==> src/rtl/instruction_cache.sv <==
// Direct-mapped, read-only instruction cache between the PC unit and the IF/ID register.
// Hits return in the same cycle; misses stall with BUSY_WAIT while a 16-byte block is filled.
module instruction_cache #(
   parameter int BLOCKS      = 8,
   parameter int BLOCK_WORDS = 4
) (
   input  logic                      CLK,
   input  logic                      RESET,
   input  logic [31:0]               PC,
   output logic [31:0]               INSTRUCTION,
   output logic                      BUSY_WAIT,
   output logic                      MEM_READ,
   output logic [27:0]               MEM_ADDRESS,
   input  logic [32*BLOCK_WORDS-1:0] MEM_READDATA,
   input  logic                      MEM_BUSYWAIT
);

   localparam int IDX_W  = $clog2(BLOCKS);
   localparam int TAG_W  = 28 - IDX_W;
   localparam int LINE_W = 32 * BLOCK_WORDS;

   typedef enum logic [1:0] {IDLE, MEM_RD, UPDATE} state_t;

   state_t              state, next_state;
   logic [BLOCKS-1:0]   valid;
   logic [TAG_W-1:0]    tag_mem  [BLOCKS];
   logic [LINE_W-1:0]   data_mem [BLOCKS];
   logic [27:0]         miss_addr;
   logic [LINE_W-1:0]   fill_line;

   logic [IDX_W-1:0]    pc_idx;
   logic [IDX_W-1:0]    miss_idx;
   logic [TAG_W-1:0]    pc_tag;
   logic [1:0]          pc_off;
   logic [31:0]         hit_word;
   logic                sentinel;
   logic                hit;
   logic                start_miss;
   logic                pc_unused;

   assign pc_idx    = PC[4 +: IDX_W];
   assign pc_tag    = PC[31 -: TAG_W];
   assign pc_off    = PC[3:2];
   assign pc_unused = ^PC[1:0];
   assign miss_idx  = miss_addr[IDX_W-1:0];
   assign sentinel  = (PC == 32'hFFFF_FFFC);
   assign hit       = valid[pc_idx] && (tag_mem[pc_idx] == pc_tag);
   assign hit_word  = data_mem[pc_idx][{pc_off, 5'b00000} +: 32];

   // Lookup stage: outputs are combinational from PC and state
   always_comb begin
      next_state  = state;
      INSTRUCTION = 32'h0;
      BUSY_WAIT   = 1'b0;
      MEM_READ    = 1'b0;
      MEM_ADDRESS = 28'h0;
      start_miss  = 1'b0;
      case (state)
         IDLE: begin
            if (!sentinel) begin
               if (hit) begin
                  INSTRUCTION = hit_word;
               end else begin
                  BUSY_WAIT  = 1'b1;
                  start_miss = 1'b1;
                  next_state = MEM_RD;
               end
            end
         end
         MEM_RD: begin
            MEM_READ    = 1'b1;
            MEM_ADDRESS = miss_addr;
            BUSY_WAIT   = 1'b1;
            if (!MEM_BUSYWAIT) next_state = UPDATE;
         end
         UPDATE: begin
            BUSY_WAIT  = 1'b1;
            next_state = IDLE;
         end
         default: next_state = IDLE;
      endcase
   end

   // Control state: reset aborts any fill in flight and invalidates every block
   always_ff @(posedge CLK) begin
      if (RESET) begin
         state <= IDLE;
         valid <= '0;
      end else begin
         state <= next_state;
         if (state == UPDATE) valid[miss_idx] <= 1'b1;
      end
   end

   // Fill stage: miss address, fill register and arrays are not reset
   always_ff @(posedge CLK) begin
      if (start_miss) miss_addr <= PC[31:4];
      if (state == MEM_RD && !MEM_BUSYWAIT) fill_line <= MEM_READDATA;
      if (state == UPDATE && !RESET) begin
         data_mem[miss_idx] <= fill_line;
         tag_mem[miss_idx]  <= miss_addr[27 -: TAG_W];
      end
   end

endmodule
==> config.mk <==
export PLATFORM = sky130hd
export DESIGN_NAME = instruction_cache
export DESIGN_NICKNAME = d
export VERILOG_FILES = /design/src/rtl/instruction_cache.sv
export SDC_FILE = /design/constraint.sdc
export NUM_CORES = 1
export LEC_CHECK = 0
export ABC_CLOCK_PERIOD_IN_PS = 23100
export CAP_MARGIN = 10
export CORE_ASPECT_RATIO = 1.1
export CORE_MARGIN = 5
export CORE_UTILIZATION = 55
export CTS_CLUSTER_DIAMETER = 80
export DETAILED_ROUTE_END_ITERATION = 10
export PLACE_DENSITY = 0.77
export SKIP_CTS_REPAIR_TIMING = 1
export SYNTH_ARGS = -nofsm -noshare
export SYNTH_HDL_FRONTEND = slang
export SYNTH_SLANG_ARGS = --single-unit
==> constraint.sdc <==
create_clock -name CLK -period 23.1 [get_ports CLK]
set_input_delay 2.31 -clock CLK [delete_from_list [all_inputs] [get_ports CLK]]
set_output_delay 2.31 -clock CLK [all_outputs]
set_load 0.01 [all_outputs]
After elaboration in Yosys (flattened, before gate mapping) --
Memories as Yosys holds them, arrays and structs flattened. Cells that the tools add are included.
Cells by class: shift operators 1, equal/unequal tests 7, magnitude comparators 3, multiplexer cells 19, bitwise gates (word level) 1, reduce and logical (&&, ||, !) cells 9
Operators by type and width (count):
- $shiftx A128 B8 Y32 | 1
- $mux W32 | 3
- $eq A32 B32 Y1 const B | 1
- $mux W28 | 1
- $eq A25 B25 Y1 | 1
- $lt A3 B4 Y1 const B | 2
- $mux W1 | 8
- $or A8 B8 Y8 | 1
- $mux W2 | 3
- $ne A2 B2 Y1 const B | 3
- $logic_and A1 B1 Y1 | 4
- $pmux W2 S2 | 1
- $bmux W1 S3 | 1
- $demux W1 S3 | 1
- $ge A3 B1 Y1 const B | 1
- $reduce_and A3 Y1 | 1
- $eq A2 B1 Y1 const B | 1
- $eq A2 B2 Y1 const B | 1
- $logic_not A1 Y1 | 2
- $logic_not A2 Y1 | 1
- $pmux W1 S2 | 1
- $reduce_or A2 Y1 | 1
Word-level totals: memories kept 2, flip-flop bits (word level) 166, RAM bits 1224, input bits 163
Memories:
- data_mem | words 8, width 128, read ports 1, clocked after memory_dff 0, wr ports 1, line 27 | logic [LINE_W-1:0] data_mem [BLOCKS];
- tag_mem | words 8, width 25, read ports 1, clocked after memory_dff 0, wr ports 1, line 26 | logic [TAG_W-1:0] tag_mem [BLOCKS];

Depth between registers and ports, before layout --
depth after elaboration 6, mapped depth 13

Worst setup path after synthesis --
OpenSTA, ideal clock, no wires.
path kind input port to flip-flop, start input RESET, end memory data_mem[0][0] (netlist name), enable pin, slack 5212 ps, path buffers 0, required time 22057 ps, setup time 1043 ps, arrival 16844 ps, stages 1, path through nor4_1
Between the ends: word-level cells in the longest chain between the ends 4
RTL lines:
- start, declared | line 8 | input logic RESET,
- $logic_not A1 Y1 | line 99 | if (state == UPDATE && !RESET) begin
- $logic_and A1 B1 Y1 | line 99
- $mux W1 | line 99
- $mux W1 (not written as such) | line 100 | data_mem[miss_idx] <= fill_line;
- end, declared | line 27
Every way passes these cells.

Final worst setup path --
start input PC[6], end output INSTRUCTION[10]
Between the ends: word-level cells in the longest chain between the ends 6, elaborated cells on any way between the ends 11
RTL lines:
- start, declared | line 9 | input logic [31:0] PC,
- parallel branches: the longest is 4 deep, another holds $mem_v2 Z8 W128
- $mux W32 * | line 60 | if (!sentinel) begin
- $mux W32 * | line 58 | case (state)
- end, declared | line 10 | output logic [31:0] INSTRUCTION,
Mark *: on every way between the ends. The select of a mux whose other input is x is not followed.

==> metrics.csv <==
metric,value,unit
status,"complete, no violations",
Yosys Warn Count,0,
CP Data Required Time,20.79,ns
Worst VDD drop,0.0715,mV
post-synthesis mux area share,16.9,%
multi-input logic area,10100,um2
drt first-iter violations,2413,
RSZ-0062 raised after global routing,false,
crit path max fanout,86,
worst-path cell chain,clkbuf_8 > buf_4 > mux4_2 > mux2i_1 > xor2_1 > o2111ai_1 > nor3_1 > nand3_1 > or3_2 > nor2_1 > clkdlybuf4s50_1,
Critical path buffers and inverters,3,
Site Rows,118,
Reg area,41600,um2
cts bufs inserted,138,
DP Worst Slack,13.49,ns
Synth-to-Final Area Change,15.5,%
clock buffer depth,3,
via count,23500,
Setup Skew,0.0251,ns
Buffers on Ports,224,
Routed WL per cell,29.6,um
H-tree depth,4,
simple-gate portion of the synthesized area,1.27,%
P_int,4.15,mW
max cap viols,0,
# setup viols final,0,
Worst Setup Start Kind,primary input,
drt via density,6.18,
post-DP HPWL,59.0,mm
Combinational Power Share,4.5,%
worst-margin pin slew,1.26,ns
sequential fraction of design power,54.5,%
share of layout cells above drive strength 1,23.5,%
core area,94200,um2
"Cell Area, Synth",52200,um2
critical path start-end classification,primary input to primary output,
initial antenna violation count,4,
die width,304,um
XOR/XNOR Fraction of Synth Area,0.269,%
clk sinks,1390,
post-route antenna net violation count,0,
"slowest stage delay, CP",0.92,ns
Overflow after GRT,0,
Sw Pwr,1.08,mW
total die area,101000,um2
Worst-path clk slew,0.06,ns
synth unique cells,47,
DRC,0,
Final Hold Fails,0,
Leakage,19.0,nW
Post-Synth Adder-Cell Area,0.0959,%
Worst-Skew Late Latency,0.75,ns
Sw Share,20.6,%
Total Nets Final,2593,
Tcrit/Tclk final,41.5,%
"EDFF count, synth",1380,
Final Slew Violations,0,
largest net degree at the start of global routing,129,
Hold WC Path Type,flop to flop,
Setup WS post-layout,13.52,ns
1st-pass router iterations,5,
# fillers,6056,
post-synthesis compound-gate area fraction,0.683,%
Mapped Cells,2130,
setup TNS,0,ns
Post-Syn Nets,2297,
CTS Root Cell,clkbuf_16,
total track usage,22.4,%
pwr/cell area,86.8,nW/um2
worst hold margin,0.452,ns
Max Freq,104,MHz
register bit total from synthesis,1390,
Final Routed Wirelength,113,mm
"Async S/R FF share, synth",0,%
largest family of logic cells by synthesized area,multiplexers,
predominant post-synthesis flop cell,edfxtp_1,
CTS tree,built,
gpl congestion,0.770,
Worst path top cell family by delay,buffers and inverters,
worst rel slew slack,15.9,%
minimum clock period,9.58,ns
Die H,333,um
first-pass GRT wire length,166,mm
CP Data Arrival Time,7.27,ns
Crit-path slowest cell,buf_4,
clock power share,41.0,%
sequential fraction of the synthesis area,79.8,%
critical path capture point type,primary output,
Initial Util,55.4,%
I/O pins,225,
Syn Area/Cell,24.5,um2
vias in the first global route,25100,
## synthesized netlist by cell type, types with 3 or more instances
library cell  instances  share of area [%]
and3_1                5              0.060
buf_1                12              0.086
and2_1               31               0.37
xnor2_1               3              0.050
mux2i_1              84                1.6
a21oi_1               8              0.077
o2111ai_1             3              0.050
clkbuf_1             41               0.29
nor2b_1               6              0.072
a22oi_1              12               0.17
nor4_1                4              0.048
mux4_1                4               0.20
buf_6                 7               0.15
a21o_1                8               0.12
o21ai_0               4              0.038
nor2_1               42               0.30
inv_1                 4              0.029
dfxtp_1              10               0.38
buf_2                38               0.36
a22o_1                5              0.084
xor2_1               13               0.22
nand2_1               8              0.058
nand4_1               6              0.072
edfxtp_1           1380                 79
mux4_2              346                 15
nand2b_1              3              0.036
or3_1                 4              0.048
mux2_2                6               0.13
nand3_1               7              0.067
ha_1                  4              0.096
## final timing paths
| check | from | depth (start not counted) | slack, ns | to |
|---|---|---|---|---|
| worst max-delay path | PC[6] | 11 | 13.52 | INSTRUCTION[10] |
| worst min-delay path | valid[2] | 1 | 0.45 | valid[2] |
| worst max register to register | state[0] | 6 | 19.61 | data_mem[2][30] |
| worst min register to register | valid[2] | 1 | 0.45 | valid[2] |
## power groups by stage
stage                     registers (mW)  logic [mW]  clock network, mW
after floorplan                     2.89       0.138                  0
after global placement              2.90       0.235                  0
after detailed placement            2.91       0.237                  0
after CTS                           2.85       0.239               2.18
after global routing                2.86       0.249               2.30
final                               2.85       0.235               2.14
## sequential cells by signal, indices dropped and copies added (netlist names)
| name | cells |
|---|---|
| data_mem | 1024 |
| tag_mem | 200 |
| state | 2 |
| miss_addr | 28 |
| fill_line | 128 |
| valid | 8 |
## cells in the final DEF, fill, tap and decap left out, types with 4 or more instances in the layout
cell type and instances:
nand4_1 6, nor2_1 35, nor2_4 7, inv_6 7, clkinv_2 24, mux4_2 346
edfxtp_1 1380, a22o_1 5, clkdlybuf4s50_1 219, a21oi_1 8, clkbuf_8 4, mux2i_1 84
dfxtp_1 10, bufinv_16 8, and2_1 31, nand2_1 8, mux4_1 4, a22oi_1 12
clkbuf_16 140, xor2_1 13, mux2_2 6, buf_4 28, clkinv_8 5, nand3_1 7
buf_12 6, ha_1 4, inv_1 4, a21o_1 8, clkinv_1 28, and3_1 5
nor4_2 4, clkbuf_1 32, nor2b_1 6, o21ai_0 4
## final cells by class
| type | count | share of cell area [%] |
|---|---|---|
| Sequential cell | 1390 | 69.1 |
| Multi-Input combinational cell | 634 | 16.7 |
| Clock buffer | 175 | 6.08 |
| Timing Repair Buffer | 257 | 4.27 |
| Tap cell | 1260 | 2.62 |
| Clock inverter | 77 | 1.14 |
| Inverter | 5 | 0.0312 |
| Antenna cell | 3 | 0.0125 |
## cells by family after synthesis
logic type               count (synthesis)
AO/OA/AOI/OAI                           50
XOR/XNOR                                16
adder cells (fa/ha/maj)                  4
buffers and inverters                  106
flip-flops                            1390
multiplexers                           440
AND/OR/NAND/NOR                        124
## per-stage QoR
stage	power [mW]	area, um2	std cells	utilization [%]
after floorplan	3.03	52200	2130	-
after global placement	3.13	55900	3545	59.3
after detailed placement	3.14	55900	3545	59.3
after CTS	5.28	60200	3797	63.9
after global routing	5.41	60200	3798	64.0
final	5.23	60200	3801	64.0
## metal layers
layer  wire (um)  vias up  GRT usage (%)  share of wire [%]
li1            -     9712              -                  -
met1       41000    12400           28.9                 36
met2       58900     1155           38.5                 52
met3        9060      186           4.57                8.0
met4        3780        0           7.96                3.4
met5           0        -              0                  0
Note: power is estimated with default switching activity, not from simulation.
